==> config.mk <==
export PLATFORM = sky130hd
export DESIGN_NAME = ifu
export DESIGN_NICKNAME = d
export VERILOG_FILES = /design/src/rtl/ifu_pkg.sv /design/src/rtl/ifu_npc.sv /design/src/rtl/ifu.sv
export SDC_FILE = /design/constraint.sdc
export NUM_CORES = 1
export LEC_CHECK = 0
export CAP_MARGIN = 20
export CORE_UTILIZATION = 40
export CTS_CLUSTER_DIAMETER = 60
export DETAILED_ROUTE_END_ITERATION = 8
export PLACE_DENSITY_LB_ADDON = 0.15
export SKIP_LAST_GASP = 1
export SLEW_MARGIN = 20
export SYNTH_ARGS = -nofsm -noshare
export SYNTH_HDL_FRONTEND = slang
export SYNTH_HIERARCHICAL = 1
export SYNTH_SLANG_ARGS = --single-unit
==> constraint.sdc <==
create_clock -name clk -period 3.3 [get_ports clk]
set_input_delay 0.33 -clock clk [delete_from_list [all_inputs] [get_ports clk]]
set_output_delay 0.33 -clock clk [all_outputs]
set_load 0.02 [all_outputs]
==> src/rtl/ifu_pkg.sv <==
// ifu_pkg: shared definitions for the instruction fetch unit.
//   - ifu_state_e : fetch FSM state encoding
//   - Redir*      : redir_type codes
//   - ResetPcDefault : default first fetch address after reset
package ifu_pkg;

  typedef enum logic [2:0] {
    StIdle,
    StReq,
    StWait,
    StFull,
    StDrain
  } ifu_state_e;

  localparam logic [1:0] RedirBranch = 2'b00;
  localparam logic [1:0] RedirJump   = 2'b01;
  localparam logic [1:0] RedirJr     = 2'b10;
  localparam logic [1:0] RedirRsvd   = 2'b11;

  localparam logic [31:0] ResetPcDefault = 32'h0000_3000;

endpackage

==> src/rtl/ifu_npc.sv <==
// ifu_npc: combinational redirect target computation.
// Ports:
//   i_redir_type  - 00 branch, 01 j/jal, 10 jr, 11 reserved
//   i_redir_pc    - PC of the redirecting instruction
//   i_redir_off   - sign-extended branch offset, already shifted left 2
//   i_redir_index - j/jal instr_index field
//   i_redir_reg   - jr register target
//   o_target      - computed fetch target (don't-care for the reserved type)
module ifu_npc
  import ifu_pkg::*;
(
  input  logic [1:0]  i_redir_type,
  input  logic [31:0] i_redir_pc,
  input  logic [31:0] i_redir_off,
  input  logic [25:0] i_redir_index,
  input  logic [31:0] i_redir_reg,
  output logic [31:0] o_target
);

  logic [31:0] w_seq_pc;
  logic        w_unused_reg_lsbs;

  // All additions wrap modulo 2^32.
  assign w_seq_pc = i_redir_pc + 32'd4;

  // jr forces word alignment, so the two low register bits are dropped.
  assign w_unused_reg_lsbs = ^i_redir_reg[1:0];

  always_comb begin
    o_target = w_seq_pc + i_redir_off;
    case (i_redir_type)
      RedirJump: o_target = {w_seq_pc[31:28], i_redir_index, 2'b00};
      RedirJr:   o_target = {i_redir_reg[31:2], 2'b00};
      default:   o_target = w_seq_pc + i_redir_off;
    endcase
  end

endmodule

==> src/rtl/ifu.sv <==
// ifu: instruction fetch unit with a single outstanding memory request and a
// one-entry output buffer towards decode.
// Ports:
//   clk, reset_n          - clock, asynchronous active-low reset
//   imem_req/addr         - fetch request and word-aligned address (addr is 0 when idle)
//   imem_gnt              - memory accepted the request this cycle
//   imem_rvalid/rdata     - fetch response
//   instr_valid/ready     - handshake with decode
//   instr, instr_pc       - buffered instruction and its address
//   redirect, redir_*     - control-flow change request from decode
module ifu
  import ifu_pkg::*;
#(
  parameter logic [31:0] RESET_PC = ResetPcDefault
) (
  input  logic        clk,
  input  logic        reset_n,
  output logic        imem_req,
  output logic [31:0] imem_addr,
  input  logic        imem_gnt,
  input  logic        imem_rvalid,
  input  logic [31:0] imem_rdata,
  output logic        instr_valid,
  input  logic        instr_ready,
  output logic [31:0] instr,
  output logic [31:0] instr_pc,
  input  logic        redirect,
  input  logic [1:0]  redir_type,
  input  logic [31:0] redir_pc,
  input  logic [31:0] redir_off,
  input  logic [25:0] redir_index,
  input  logic [31:0] redir_reg
);

  ifu_state_e  r_state;
  ifu_state_e  w_state_next;
  logic [31:0] r_fetch_pc;
  logic [31:0] w_fetch_pc_next;
  logic [31:0] r_instr;
  logic [31:0] r_instr_pc;
  logic        w_load;
  logic        w_redir_valid;
  logic [31:0] w_target;

  ifu_npc u_npc (
    .i_redir_type  (redir_type),
    .i_redir_pc    (redir_pc),
    .i_redir_off   (redir_off),
    .i_redir_index (redir_index),
    .i_redir_reg   (redir_reg),
    .o_target      (w_target)
  );

  // The reserved redirect type is a no-op.
  assign w_redir_valid = redirect && (redir_type != RedirRsvd);

  always_comb begin
    w_state_next    = r_state;
    w_fetch_pc_next = r_fetch_pc;
    w_load          = 1'b0;
    case (r_state)
      StIdle: w_state_next = StReq;
      StReq: begin
        // A granted request cannot be withdrawn: drain its response if redirected.
        if (imem_gnt) w_state_next = w_redir_valid ? StDrain : StWait;
      end
      StWait: begin
        if (w_redir_valid) begin
          w_state_next = imem_rvalid ? StReq : StDrain;
        end else if (imem_rvalid) begin
          w_load          = 1'b1;
          w_fetch_pc_next = r_fetch_pc + 32'd4;
          w_state_next    = StFull;
        end
      end
      StFull: begin
        if (w_redir_valid || instr_ready) w_state_next = StReq;
      end
      StDrain: begin
        // A redirect only retargets fetch_pc here; leaving still waits for rvalid.
        if (imem_rvalid) w_state_next = StReq;
      end
      default: w_state_next = StIdle;
    endcase
    if (w_redir_valid) w_fetch_pc_next = w_target;
  end

  always_ff @(posedge clk or negedge reset_n) begin
    if (!reset_n) begin
      r_state    <= StIdle;
      r_fetch_pc <= RESET_PC;
      r_instr    <= '0;
      r_instr_pc <= '0;
    end else begin
      r_state    <= w_state_next;
      r_fetch_pc <= w_fetch_pc_next;
      if (w_load) begin
        r_instr    <= imem_rdata;
        r_instr_pc <= r_fetch_pc;
      end
    end
  end

  assign imem_req    = (r_state == StReq);
  assign imem_addr   = imem_req ? r_fetch_pc : '0;
  assign instr_valid = (r_state == StFull);
  assign instr       = r_instr;
  assign instr_pc    = r_instr_pc;

endmodule
Word-level counts from Yosys, hierarchy flattened
Cells that the tools add are included.
{ "totals": {"regBits": 99, "latch_bits": 0, "ramBits": 0, "romBits": 0, "in_bits": 162, "out_inout_bits": 98, "word_cells": 41, "memories": 0} }
{ "op_classes": {"n_addsub": 3, "multipliers": 0, "div": 0, "magnitude_cmp": 0, "eq_ne": 11, "shift": 0, "mux": 16, "n_bitwise": 0, "n_reduce_logical": 7} }
{ "op_table": {"columns": ["operator", "count"], "rows": [
  ["$mux W32", 4],
  ["$add A32 B3 Y32 const B", 2],
  ["$pmux W32 S2", 1],
  ["$add A32 B32 Y32", 1],
  ["$mux W3", 7],
  ["$pmux W3 S5", 1],
  ["$eq A3 B2 Y1 const B", 2],
  ["$ne A2 B1 Y1 const B", 2],
  ["$ne A2 B2 Y1 const B", 2],
  ["$reduce_and A4 Y1", 1],
  ["$reduce_bool A2 Y1", 2],
  ["$eq A3 B1 Y1 const B", 1],
  ["$eq A3 B3 Y1 const B", 1],
  ["$logic_not A3 Y1", 1],
  ["$mux W1", 3],
  ["$ne A3 B3 Y1 const B", 1],
  ["$eq A2 B1 Y1 const B", 1],
  ["$eq A2 B2 Y1 const B", 1],
  ["$reduce_and A2 Y1", 1],
  ["$logic_and A1 B1 Y1", 1],
  ["$logic_or A1 B1 Y1", 1]
]} }

Longest topological paths before layout
{ "logic_depth": {"word_depth": 5, "depth_mapped": 18, "mapped_depth_nobuf": 18} }

By module
The synthesis kept the hierarchy.
{ "by_module_without_submodules": {"columns": ["mod", "n_inst", "cells_each", "area_each_um2", "seq_area_each_um2"], "rows": [
  ["ifu", 1, 395, 4568.1, 2479.9],
  ["ifu_npc", 1, 386, 2798.9, 0.0]
]} }

Worst setup path after synthesis
OpenSTA, ideal clock, no wires.
{ "synth_path": {"path_kind": "input-to-reg", "start": "input redir_pc[2]", "end": "register r_fetch_pc[30]", "setup_time_ps": 82, "arrival_time_ps": 3437, "required_ps": 3218, "setup_slack_ps": -219, "path_stages": 17, "path_buffers": 1, "path_cell_list": "ha_1 > nand4_1 > nor2_2 > and4_1 > nand3_1 > xnor2_1 > ha_1 > clkbuf_1 > a21o_1 > a21oi_1 > o21ai_0 > a21o_1 > a21oi_1 > mux2_2 > a211oi_2 > nor2_1 > a31oi_1"} }
{ "synth_between": {"elab_chain_len": 4} }
{ "synth_lines": {"columns": ["element", "line", "source"], "rows": [
  ["from (decl)", "ifu.sv:29", "input logic [31:0] redir_pc,"],
  ["$add A32 B3 Y32 *", "ifu_npc.sv:24", "assign w_seq_pc = i_redir_pc + 32'd4;"],
  ["$add A32 B32 Y32", null, null],
  ["$pmux W32 S2 *", "ifu_npc.sv:31", "case (i_redir_type)"],
  ["via w_target[30]", "ifu.sv:43", "logic [31:0] w_target;"],
  ["$mux W32 *", "ifu.sv:85", "if (w_redir_valid) w_fetch_pc_next = w_target;"],
  ["to (signal assigned)", "ifu.sv:96", "r_fetch_pc <= w_fetch_pc_next;"],
  ["to (decl)", "ifu.sv:37", "logic [31:0] r_fetch_pc;"]
]} }
The timed path passes the listed nets; every way through them passes the cells marked *.
A chain may end at the register's enable or synchronous reset.

Worst setup path after layout
{ "layout_path": {"start": "input redir_pc[8]", "end": "register r_fetch_pc[29]"} }
The elaborated chain is that of the path after synthesis.

==> qor.csv <==
stage,metric,value,unit
routing,wl_per_cell,15.7,um
timing,hold_viol_final,0,
timing,setup_viol,0,
synth,synthTopCellsByArea,"dfrtp_1 (33%), mux2_2 (10%), ha_1 (6.1%)",
synth,synthAdderAreaFrac,6.39,%
synth,synth_mux_area_share,10.5,%
worst_setup_path,critPathMaxFanout,3,
routing,viasPerCell,5.31,
run_status,outcome,completed,
synth,ys_async_sr_fraction,100,%
timing,final.setup_skew,0.00605,ns
layout,final-instance-count-excl-fill,1379,
synth,synth_top_cell_by_area,dfrtp_1,
place,gp_congestion,0.912,
cts,numCtsBuffers,9,
synth,yosys-top-cells-count,"dfrtp_1 (97), mux2_2 (66), nand2_1 (64), a21oi_1 (55), nor2_1 (43)",
timing,final.setup.worst_slack,0.185,ns
cts,path_clk_slew,0.07,ns
pwr,ir_drop,0.582,mV
routing,drc,0,
routing,firstDrtPassIters,4,
synth,seq_area_frac_synth,33.7,%
layout,final_cell_area,11600,um2
min_path,hp-class,primary input to async pin,
global_route,grt_util_all_layers,22.8,%
layout,nFillCells,1567,
worst_setup_path,worstPathRequired,3.56,ns
place,dp_slack,-0.653,ns
timing,worstMarginPinSlew,0.849,ns
layout,register_area,2480,um2
synth,synth_xor_area_share,7.56,%
synth,yosysMostFrequentCell,dfrtp_1,
layout,syn_to_final_growth,57.5,%
global_route,grt-ovfl-total,0,
synth,synth_area,7370,um2
die,row_count,49,
synth,synth_top_family_by_area,compound AO/OA/AOI/OAI gates,
synth,synth-simple-area-share,19.0,%
timing,maxSlewViolCount,0,
timing,max_clock_freq,321,MHz
global_route,grt_pass1_wl,34.3,mm
worst_setup_path,start_kind,primary input,
routing,vias,7323,
synth,ys.flop_type,dfrtp_1,
die,start_util,40.9,%
synth,yosys.area.top_type_share,32.9,%
cts,clock_sinks,99,
die,ioPinCount,260,
layout,post-route-util,64.4,%
cts,cts_tree,done,
die,core_area,18000,um2
synth,ys_types,74,
routing,drt_iter0_drc,242,
synth,ys_warn_count,6,
layout,diodes,0,
pwr,fin_total_pwr,6800,uW
routing,drt_wl_total,21.7,mm
layout,layout-drive-gt1-share,26.0,%
synth,avgSynthCellArea,9.43,um2
synth,synthCells,781,
job,max_cap_viol_count,0,
synth,synth-seq-cells,99,
cts,clkLatencyLatePin,0.34,ns
pwr,p_leak,0.00498,uW
place,post-dp-hpwl,17.2,mm
die,die-area,19000,um2
timing,rsz0062_at_grt,true,
place,place_area,11100,um2
layout,multiInputGateArea,4850,um2
die,fp.dieH,138,um
pwr,p_per_area,586,nW/um2
timing,slew_headroom,43.4,%
global_route,antenna_found_initial,0,
synth,syn_nets,980,
synth,synth_compound_area_share,19.6,%
die,die_x,138,um
worst_setup_path,crit_type,primary input to flip-flop,
layout,nNetsFinal,1344,
synth,synth_edf_count,0,
global_route,grt_start_max_net_pins,84,
worst_setup_path,end_kind,flip-flop,
cts,cts_max_level,3,
global_route,grt_pass1_vias,6981,
cts,cts_buffer_depth,2,
routing,drtAntennaViolNets,0,
place,dp_cells,1353,
timing,period_needed,3.11,ns
cts,cts.hold.buffers_added,0,
worst_setup_path,crit_arrival,3.37,ns
timing,fin_crit_sh,94.4,%
cts,cts_root_buffer,clkbuf_16,
place,port_buffers,257,
## sequential cells by signal, summed over array words and instances (netlist names)
| register | cells |
|---|---|
| r_state | 3 |
| r_fetch_pc | 32 |
| instr | 32 |
| instr_pc | 32 |
## cell type report
class                           instances  area share (%)
Sequential cell                        99            21.4
Inverter                               12           0.388
Tap cell                              229            2.47
Clock buffer                           12            2.12
Clock inverter                          4           0.431
Multi-Input combinational cell        625            41.8
Timing Repair Buffer                  398            31.4
## power by group
group / leakage, uW / internal, uW / total, uW / switching, uW
combinational: 0.00362 / 1970 / 3720 / 1750
clock: 0.000139 / 608 / 1050 / 446
sequential: 0.00122 / 1690 / 2030 / 336
## final timing paths
kind / start / end / slack, ns / cells past startpoint
setup / recovery: redir_pc[8] / r_fetch_pc[29]$_DFFE_PN0P_ / 0.19 / 20
hold / removal: reset_n / r_state[0]$_DFFE_PN0P_ / 0.01 / 1
setup reg to reg: r_state[2]$_DFFE_PN0P_ / r_fetch_pc[31]$_DFFE_PN0P_ / 1.04 / 5
hold reg to reg: instr[4]$_DFFE_PN0P_ / instr[4]$_DFFE_PN0P_ / 0.50 / 1
max in group asynchronous: reset_n / instr[19]$_DFFE_PN0P_ / 2.57 / 2
min in group clk: instr[4]$_DFFE_PN0P_ / instr[4]$_DFFE_PN0P_ / 0.50 / 1
## worst max-delay path, stage by stage
cell and delay, ns:
clkbuf_2 0.09, and4_4 0.23, nand2_4 0.06, nor3_4 0.24, and4_4 0.26, nand2_2 0.05
xnor2_1 0.12, ha_1 0.32, buf_4 0.14, inv_1 0.06, o21bai_1 0.07, a21o_1 0.20
a21o_1 0.18, a21o_1 0.19, a21oi_1 0.15, o21ai_1 0.09, mux2i_1 0.14, a211oi_2 0.22
nor2_1 0.07, a31oi_1 0.15
## placed cells by master, fill, tap and decap left out, types with 12 or more instances in the layout
cell / netlist / final
inv_1: 12 / 12
and2_1: 36 / 36
o31ai_1: 14 / 14
clkdlybuf4s50_1: 0 / 238
a31oi_1: 23 / 22
a21oi_1: 55 / 51
dfrtp_1: 97 / 97
a21o_1: 18 / 18
or4_1: 12 / 12
nand3_1: 28 / 24
buf_4: 1 / 139
nor2_1: 43 / 39
o21ai_0: 21 / 20
nand2_1: 64 / 58
xor2_1: 18 / 18
nand4_1: 16 / 16
ha_1: 36 / 34
a221oi_1: 29 / 29
mux2_2: 66 / 65
xnor2_1: 40 / 38
## per-layer routing
layer / track usage, % / vias up / share of wire (%)
met5: 0 / - / 0
met4: 4.95 / 0 / 0.92
met3: 3.31 / 12 / 6.6
met2: 37.1 / 252 / 45
met1: 31.9 / 3420 / 47
li1: - / 3639 / -
## per-stage QoR
step | hold slack, ns | TNS, ns
after global routing | 0.0832 | -0.0538
after detailed placement | 0.491 | -7.53
after floorplan | 0.0344 | 0
after global placement | 0.485 | -6.37
final | 0.0120 | 0
after CTS | 0.219 | 0
## what timing repair did
item / 4_1_cts / 5_1_grt
pin swaps: 23 / 40
gates resized for setup: 25 / 51
gates cloned: 0 / 0
setup endpoints to repair: 13 / 12
buffers inserted: 6 / 4
## kinds of logic (layout without fill, tap and decap cells)
| family | after synthesis | in the layout |
|---|---|---|
| xor+xnor | 61 | 61 |
| flops | 99 | 99 |
| simple gates | 253 | 253 |
| mux | 69 | 69 |
| buf+inv | 57 | 426 |
| fa+ha+maj | 37 | 37 |
| compound gates | 205 | 205 |
No activity file was read; power rests on OpenSTA's default activity.
